$ cat config.mk
export PLATFORM = sky130hd
export DESIGN_NAME = spi_bus_arbiter
export DESIGN_NICKNAME = d
export VERILOG_FILES = /design/src/rtl/spi_arb_pkg.sv /design/src/rtl/spi_bus_arbiter.sv
export SDC_FILE = /design/constraint.sdc
export NUM_CORES = 1
export LEC_CHECK = 0
export ABC_AREA = 1
export BUFFER_PORTS_ARGS = -buffer_cell sky130_fd_sc_hd__buf_2
export CELL_PAD_IN_SITES_DETAIL_PLACEMENT = 1
export CELL_PAD_IN_SITES_GLOBAL_PLACEMENT = 1
export CORE_UTILIZATION = 23
export CTS_CLUSTER_SIZE = 20
export DETAILED_ROUTE_END_ITERATION = 12
export PLACE_DENSITY = 0.85
export SYNTH_ARGS = -nofsm -noshare
export SYNTH_HDL_FRONTEND = slang
export SYNTH_SLANG_ARGS = --single-unit
$ cat constraint.sdc
create_clock -name clk -period 1.35 [get_ports clk]
set_input_delay 0.27 -clock clk [delete_from_list [all_inputs] [get_ports clk]]
set_output_delay 0.27 -clock clk [all_outputs]
set_load 0.005 [all_outputs]
$ cat src/rtl/spi_arb_pkg.sv
// Purpose : shared types and constants for the SPI bus arbiter.
// Latency : n/a (types, constants and one constant function only).
// Backpr. : n/a.
package spi_arb_pkg;

  // Bus ownership phases: free, owned by one master, forced-idle gap between owners.
  typedef enum logic [1:0] {
    ST_IDLE  = 2'd0,
    ST_GRANT = 2'd1,
    ST_GUARD = 2'd2
  } arb_state_t;

  // Pad levels while nobody owns the bus. The SCK idle level is a parameter of the arbiter.
  localparam logic SS_IDLE_O = 1'b1;  // slave selects are active-low: deselect all
  localparam logic SS_IDLE_T = 1'b0;  // keep driving the deselect
  localparam logic IO_IDLE_O = 1'b0;
  localparam logic IO_IDLE_T = 1'b1;  // data lines released
  localparam logic SCK_IDLE_T = 1'b0; // keep driving the idle clock level

  // Bit width needed to hold values 0..n-1, never less than one bit.
  function automatic int clog2_min1(input int n);
    return (n <= 2) ? 1 : $clog2(n);
  endfunction

endpackage

$ cat src/rtl/spi_bus_arbiter.sv
// Purpose : round-robin arbiter sharing one SPI bus (SCK, SS, IO) between NUM_MASTERS masters.
// Latency : grant one edge after request; pads follow the owner combinationally; hand-over
//           takes GUARD_CYCLES+2 edges from the owner's req fall to the next grant.
// Backpr. : req/gnt handshake only; non-owners wait, no preemption.
// Ports   : clk/rst (sync, active-high); req/gnt/owner_id/busy arbitration; abort_err/err_clr
//           sticky abort status; m_* per-master tristate SPI (_o/_t in, _i out);
//           pad_* pad-bank side (_o/_t out, _i in).
module spi_bus_arbiter
  import spi_arb_pkg::*;
#(
  parameter int   NUM_MASTERS  = 2,
  parameter int   NUM_SS       = 1,
  parameter int   NUM_IO       = 2,
  parameter int   GUARD_CYCLES = 4,
  parameter logic SCK_IDLE     = 1'b0,
  localparam int  ID_W         = clog2_min1(NUM_MASTERS)
) (
  input  logic                          clk,
  input  logic                          rst,
  input  logic [NUM_MASTERS-1:0]        req,
  output logic [NUM_MASTERS-1:0]        gnt,
  output logic [ID_W-1:0]               owner_id,
  output logic                          busy,
  output logic                          abort_err,
  input  logic                          err_clr,
  input  logic [NUM_MASTERS-1:0]        m_sck_o,
  input  logic [NUM_MASTERS-1:0]        m_sck_t,
  output logic [NUM_MASTERS-1:0]        m_sck_i,
  input  logic [NUM_MASTERS*NUM_SS-1:0] m_ss_o,
  input  logic [NUM_MASTERS*NUM_SS-1:0] m_ss_t,
  output logic [NUM_MASTERS*NUM_SS-1:0] m_ss_i,
  input  logic [NUM_MASTERS*NUM_IO-1:0] m_io_o,
  input  logic [NUM_MASTERS*NUM_IO-1:0] m_io_t,
  output logic [NUM_MASTERS*NUM_IO-1:0] m_io_i,
  output logic                          pad_sck_o,
  output logic                          pad_sck_t,
  input  logic                          pad_sck_i,
  output logic [NUM_SS-1:0]             pad_ss_o,
  output logic [NUM_SS-1:0]             pad_ss_t,
  input  logic [NUM_SS-1:0]             pad_ss_i,
  output logic [NUM_IO-1:0]             pad_io_o,
  output logic [NUM_IO-1:0]             pad_io_t,
  input  logic [NUM_IO-1:0]             pad_io_i
);

  localparam int             CNT_W      = clog2_min1(GUARD_CYCLES + 1);
  localparam logic [CNT_W-1:0] GUARD_LOAD = CNT_W'((GUARD_CYCLES > 0) ? GUARD_CYCLES - 1 : 0);

  arb_state_t       state_q, state_d;
  logic [ID_W-1:0]  owner_q, owner_d;
  logic [ID_W-1:0]  ptr_q, ptr_d;
  logic [CNT_W-1:0] cnt_q, cnt_d;
  logic             err_q, err_d;
  logic             abort_set;
  logic             owner_req;
  logic             owner_ss_low;

  // First requester at or after the pointer, wrapping. Scanning from the far end lets the
  // nearest hit overwrite earlier ones, so no early exit is needed.
  function automatic logic [ID_W-1:0] rr_pick(input logic [NUM_MASTERS-1:0] r,
                                              input logic [ID_W-1:0]        p);
    logic [ID_W-1:0] w;
    int              idx;
    w = p;
    for (int i = NUM_MASTERS - 1; i >= 0; i--) begin
      idx = (int'(p) + i) % NUM_MASTERS;
      if (r[idx]) w = ID_W'(idx);
    end
    return w;
  endfunction

  // Owner's request and whether it is actively driving any slave select low.
  always_comb begin
    owner_req    = 1'b0;
    owner_ss_low = 1'b0;
    for (int m = 0; m < NUM_MASTERS; m++) begin
      if (owner_q == ID_W'(m)) begin
        owner_req = req[m];
        for (int s = 0; s < NUM_SS; s++) begin
          if (!m_ss_t[m*NUM_SS + s] && !m_ss_o[m*NUM_SS + s]) owner_ss_low = 1'b1;
        end
      end
    end
  end

  always_comb begin
    state_d   = state_q;
    owner_d   = owner_q;
    ptr_d     = ptr_q;
    cnt_d     = cnt_q;
    abort_set = 1'b0;
    case (state_q)
      ST_IDLE: begin
        if (|req) begin
          state_d = ST_GRANT;
          owner_d = rr_pick(req, ptr_q);
        end
      end
      ST_GRANT: begin
        if (!owner_req) begin
          // Releasing with a select still asserted means the transfer was cut short.
          abort_set = owner_ss_low;
          ptr_d     = (owner_q == ID_W'(NUM_MASTERS - 1)) ? '0 : owner_q + 1'b1;
          if (GUARD_CYCLES == 0) begin
            state_d = ST_IDLE;
          end else begin
            state_d = ST_GUARD;
            cnt_d   = GUARD_LOAD;
          end
        end
      end
      ST_GUARD: begin
        if (cnt_q == '0) state_d = ST_IDLE;
        else             cnt_d   = cnt_q - 1'b1;
      end
      default: state_d = ST_IDLE;
    endcase
    // A new abort beats a simultaneous clear.
    err_d = abort_set | (err_q & ~err_clr);
  end

  always_ff @(posedge clk) begin
    if (rst) begin
      state_q <= ST_IDLE;
      owner_q <= '0;
      ptr_q   <= '0;
      cnt_q   <= '0;
      err_q   <= 1'b0;
    end else begin
      state_q <= state_d;
      owner_q <= owner_d;
      ptr_q   <= ptr_d;
      cnt_q   <= cnt_d;
      err_q   <= err_d;
    end
  end

  // Grant and status are pure decodes of registered state, so they change only on edges.
  always_comb begin
    busy      = (state_q == ST_GRANT);
    owner_id  = owner_q;
    abort_err = err_q;
    for (int m = 0; m < NUM_MASTERS; m++) begin
      gnt[m] = busy && (owner_q == ID_W'(m));
    end
  end

  // Pad mux: owner's drive straight through, otherwise hold the bus in its idle state.
  always_comb begin
    pad_sck_o = SCK_IDLE;
    pad_sck_t = SCK_IDLE_T;
    pad_ss_o  = {NUM_SS{SS_IDLE_O}};
    pad_ss_t  = {NUM_SS{SS_IDLE_T}};
    pad_io_o  = {NUM_IO{IO_IDLE_O}};
    pad_io_t  = {NUM_IO{IO_IDLE_T}};
    for (int m = 0; m < NUM_MASTERS; m++) begin
      if (gnt[m]) begin
        pad_sck_o = m_sck_o[m];
        pad_sck_t = m_sck_t[m];
        pad_ss_o  = m_ss_o[m*NUM_SS +: NUM_SS];
        pad_ss_t  = m_ss_t[m*NUM_SS +: NUM_SS];
        pad_io_o  = m_io_o[m*NUM_IO +: NUM_IO];
        pad_io_t  = m_io_t[m*NUM_IO +: NUM_IO];
      end
    end
  end

  // Readback: only the owner sees the real pins; others see a quiet, deselected bus.
  always_comb begin
    m_sck_i = '0;
    m_ss_i  = '1;
    m_io_i  = '0;
    for (int m = 0; m < NUM_MASTERS; m++) begin
      m_sck_i[m]                  = gnt[m] ? pad_sck_i : SCK_IDLE;
      m_ss_i[m*NUM_SS +: NUM_SS]  = gnt[m] ? pad_ss_i  : {NUM_SS{1'b1}};
      m_io_i[m*NUM_IO +: NUM_IO]  = gnt[m] ? pad_io_i  : {NUM_IO{1'b0}};
    end
  end

endmodule

==> results.tsv <==
metric	value	unit
status	finished with violations	
violated checks	setup timing	
share of post-route cells with drive strength above 1	51.8	%
clk buf depth	2	
period utilisation layout	109	%
I/O pin count	46	
CTS tree	built	
Clock Latency Late Sink	0.25	ns
CP Cell Sequence	inv_2, nand2_4, nor2_4, buf_4, a22o_1, buf_2	
DR WL/cell	11.2	µm
vias in the first global route	715	
die footprint	2680	µm²
area delta synth->final	64.7	%
Ys Warns	0	
Max VDD drop	0.475	mV
final WL	1890	µm
CP max stage delay	0.33	ns
vias per inst	4.48	
Hold Path Class	input pin to register	
CP Launch Type	register	
core area	2280	µm²
Num CTS Buffers	3	
FF/Latch Area	169	µm²
final setup TNS	-0.925	ns
slew margin rel.	88.1	%
GPL Wtd Cong	0.669	
Slowest-stage cell, CP	dfxtp_2	
WP data required	1.08	ns
DP Worst Slack	0.0367	ns
sequential-to-total area share from yosys stat	28.1	%
root buf cell	clkbuf_4	
starting density of the core	25.1	%
DIE HEIGHT	51.8	µm
antenna violations before repair	0	
Max FO, Critical Path	7	
GR Util All Layers	14.6	%
Mean Syn Cell Area	6.63	µm²
antenna diode count	0	
DRC	0	
final setup fails	14	
FMAX	677	MHz
PwrDens	787	nW/µm²
depth of the CTS H-tree	1	
Final ANT Viol Nets	0	
DPL Wire Length	1590	µm
Max Cap Violations	0	
hold_ws	0.279	ns
Mapped Nets	113	
# port buffers	45	
fillcell total	317	
cts hold-fix bufs	0	
CP Capture Type	output port	
post-layout util	41.3	%
Leakage Power	0.510	nW
synthesized area	571	µm²
largest net degree at the start of global routing	8	
Initial DRC Count	5	
Final Non-Filler Cells	169	
Die Wd	51.8	µm
Sink Count	8	
worst setup margin	-0.126	ns
worst slew pin tran	0.176	ns
area occupied by multi-input gates	355	µm²
met3 wire len	199	µm
clk_skew	0.00520	ns
Cells after Synth	86	
Final Hold Violating Endpoints	0	
CP arrival	1.21	ns
Final Critical Period	1.48	ns
Cell Rows	17	
Layout Nets	170	
GRT overflow	0	
via count	757	
DRT met1 WL	755	µm
first-pass GRT wire length	2880	µm
Pre-Repair DR Iteration Count	4	
RSZ-0062 raised after global routing	yes	
max layer used	met4	
WL met2	898	µm
kind of critical path	register to output port	
Worst-path clk slew	0.06	ns
final slew viol count	0	
Crit path max-delay family	flip-flops	
DP Cell Count	163	
CP bufs+invs	3	
synth unique cells	19	
flop and latch count out of synthesis	8	
## registers in the layout, summed over array words and instances (netlist names)
signal	cells
ptr_q	1
abort_err	1
cnt_q	3
owner_id	1
state_q	2
## report_power, final
| group | switching (W) | internal [W] |
|---|---|---|
| combinational | 0.000151 | 0.000137 |
| sequential | 0.0000128 | 0.000255 |
| clock | 0.0000820 | 0.000102 |
| total | 0.000246 | 0.000494 |
## cell families after synthesis
kind of cell,synth area share [%]
AND/OR/NAND/NOR,33.6
AO/OA/AOI/OAI,22.1
flip-flops,28.1
adder cells (fa/ha/maj),4.39
buffers and inverters,11.8
## cell usage after synthesis
cell / number / share of area, %
nand2_1: 15 / 9.9
inv_1: 12 / 7.9
nor2_1: 12 / 7.9
dfxtp_1: 8 / 28
inv_2: 6 / 3.9
a21oi_1: 5 / 4.4
a22o_1: 5 / 7.7
nand3_1: 4 / 3.5
nand2_2: 3 / 3.3
o22a_1: 3 / 4.6
ha_1: 2 / 4.4
nand4_1: 2 / 2.2
nor2_4: 2 / 3.9
o21ai_0: 2 / 1.8
a21oi_2: 1 / 1.5
nand3_2: 1 / 1.8
nor2_2: 1 / 1.1
o211ai_1: 1 / 1.3
o21ai_1: 1 / 0.88
## stage by stage
| step | cell area [µm²] | power (W) |
|---|---|---|
| after floorplan | 571 | 0.000415 |
| after global placement | 861 | 0.000530 |
| after detailed placement | 861 | 0.000542 |
| after CTS | 926 | 0.000746 |
| after global routing | 940 | 0.000794 |
| final | 940 | 0.000740 |
## layout make-up
cell class / instances / share of cell area (%)
multi-input cells: 60 / 37.8
repair buffers: 52 / 30.6
flip-flops and latches: 8 / 18.0
inverters: 18 / 7.46
well taps: 28 / 3.73
clock buffers: 3 / 2.40
## cells in the final DEF (no fill, tap or decap), types with 3 or more instances in the layout
cell type	n
buf_4	6
dfxtp_1	5
buf_2	44
clkbuf_4	3
o22a_1	3
nand2_1	14
inv_1	12
nor2_4	3
inv_2	5
a21oi_1	5
nand3_1	4
a22o_1	5
nor2_1	12
nand2_2	3
## routing by layer
metal | track usage (%) | vias up
met5 | 0 | -
met4 | 6.76 | 0
met3 | 3.22 | 4
met2 | 27.3 | 40
met1 | 15.3 | 323
li1 | - | 390
## timing repair
item,in CTS,in global routing
endpoints found under the setup margin,18,19
pin swaps,0,0
gates resized for setup,8,3
endpoints found under the hold margin,0,0
setup buffers,3,0
## final timing paths
kind                           start                     to  slack [ns]  cells after the start
min reg2reg       ptr_q$_SDFFE_PP0P_     ptr_q$_SDFFE_PP0P_        0.47                      2
min                              rst  cnt_q[2]$_SDFFE_PP0P_        0.28                      2
max reg2reg    cnt_q[0]$_SDFFE_PP0P_  cnt_q[2]$_SDFFE_PP0P_        0.17                      7
max          state_q[1]$_SDFFE_PP0P_              pad_sck_t       -0.13                      6
Power figures use the tool's default switching activity.
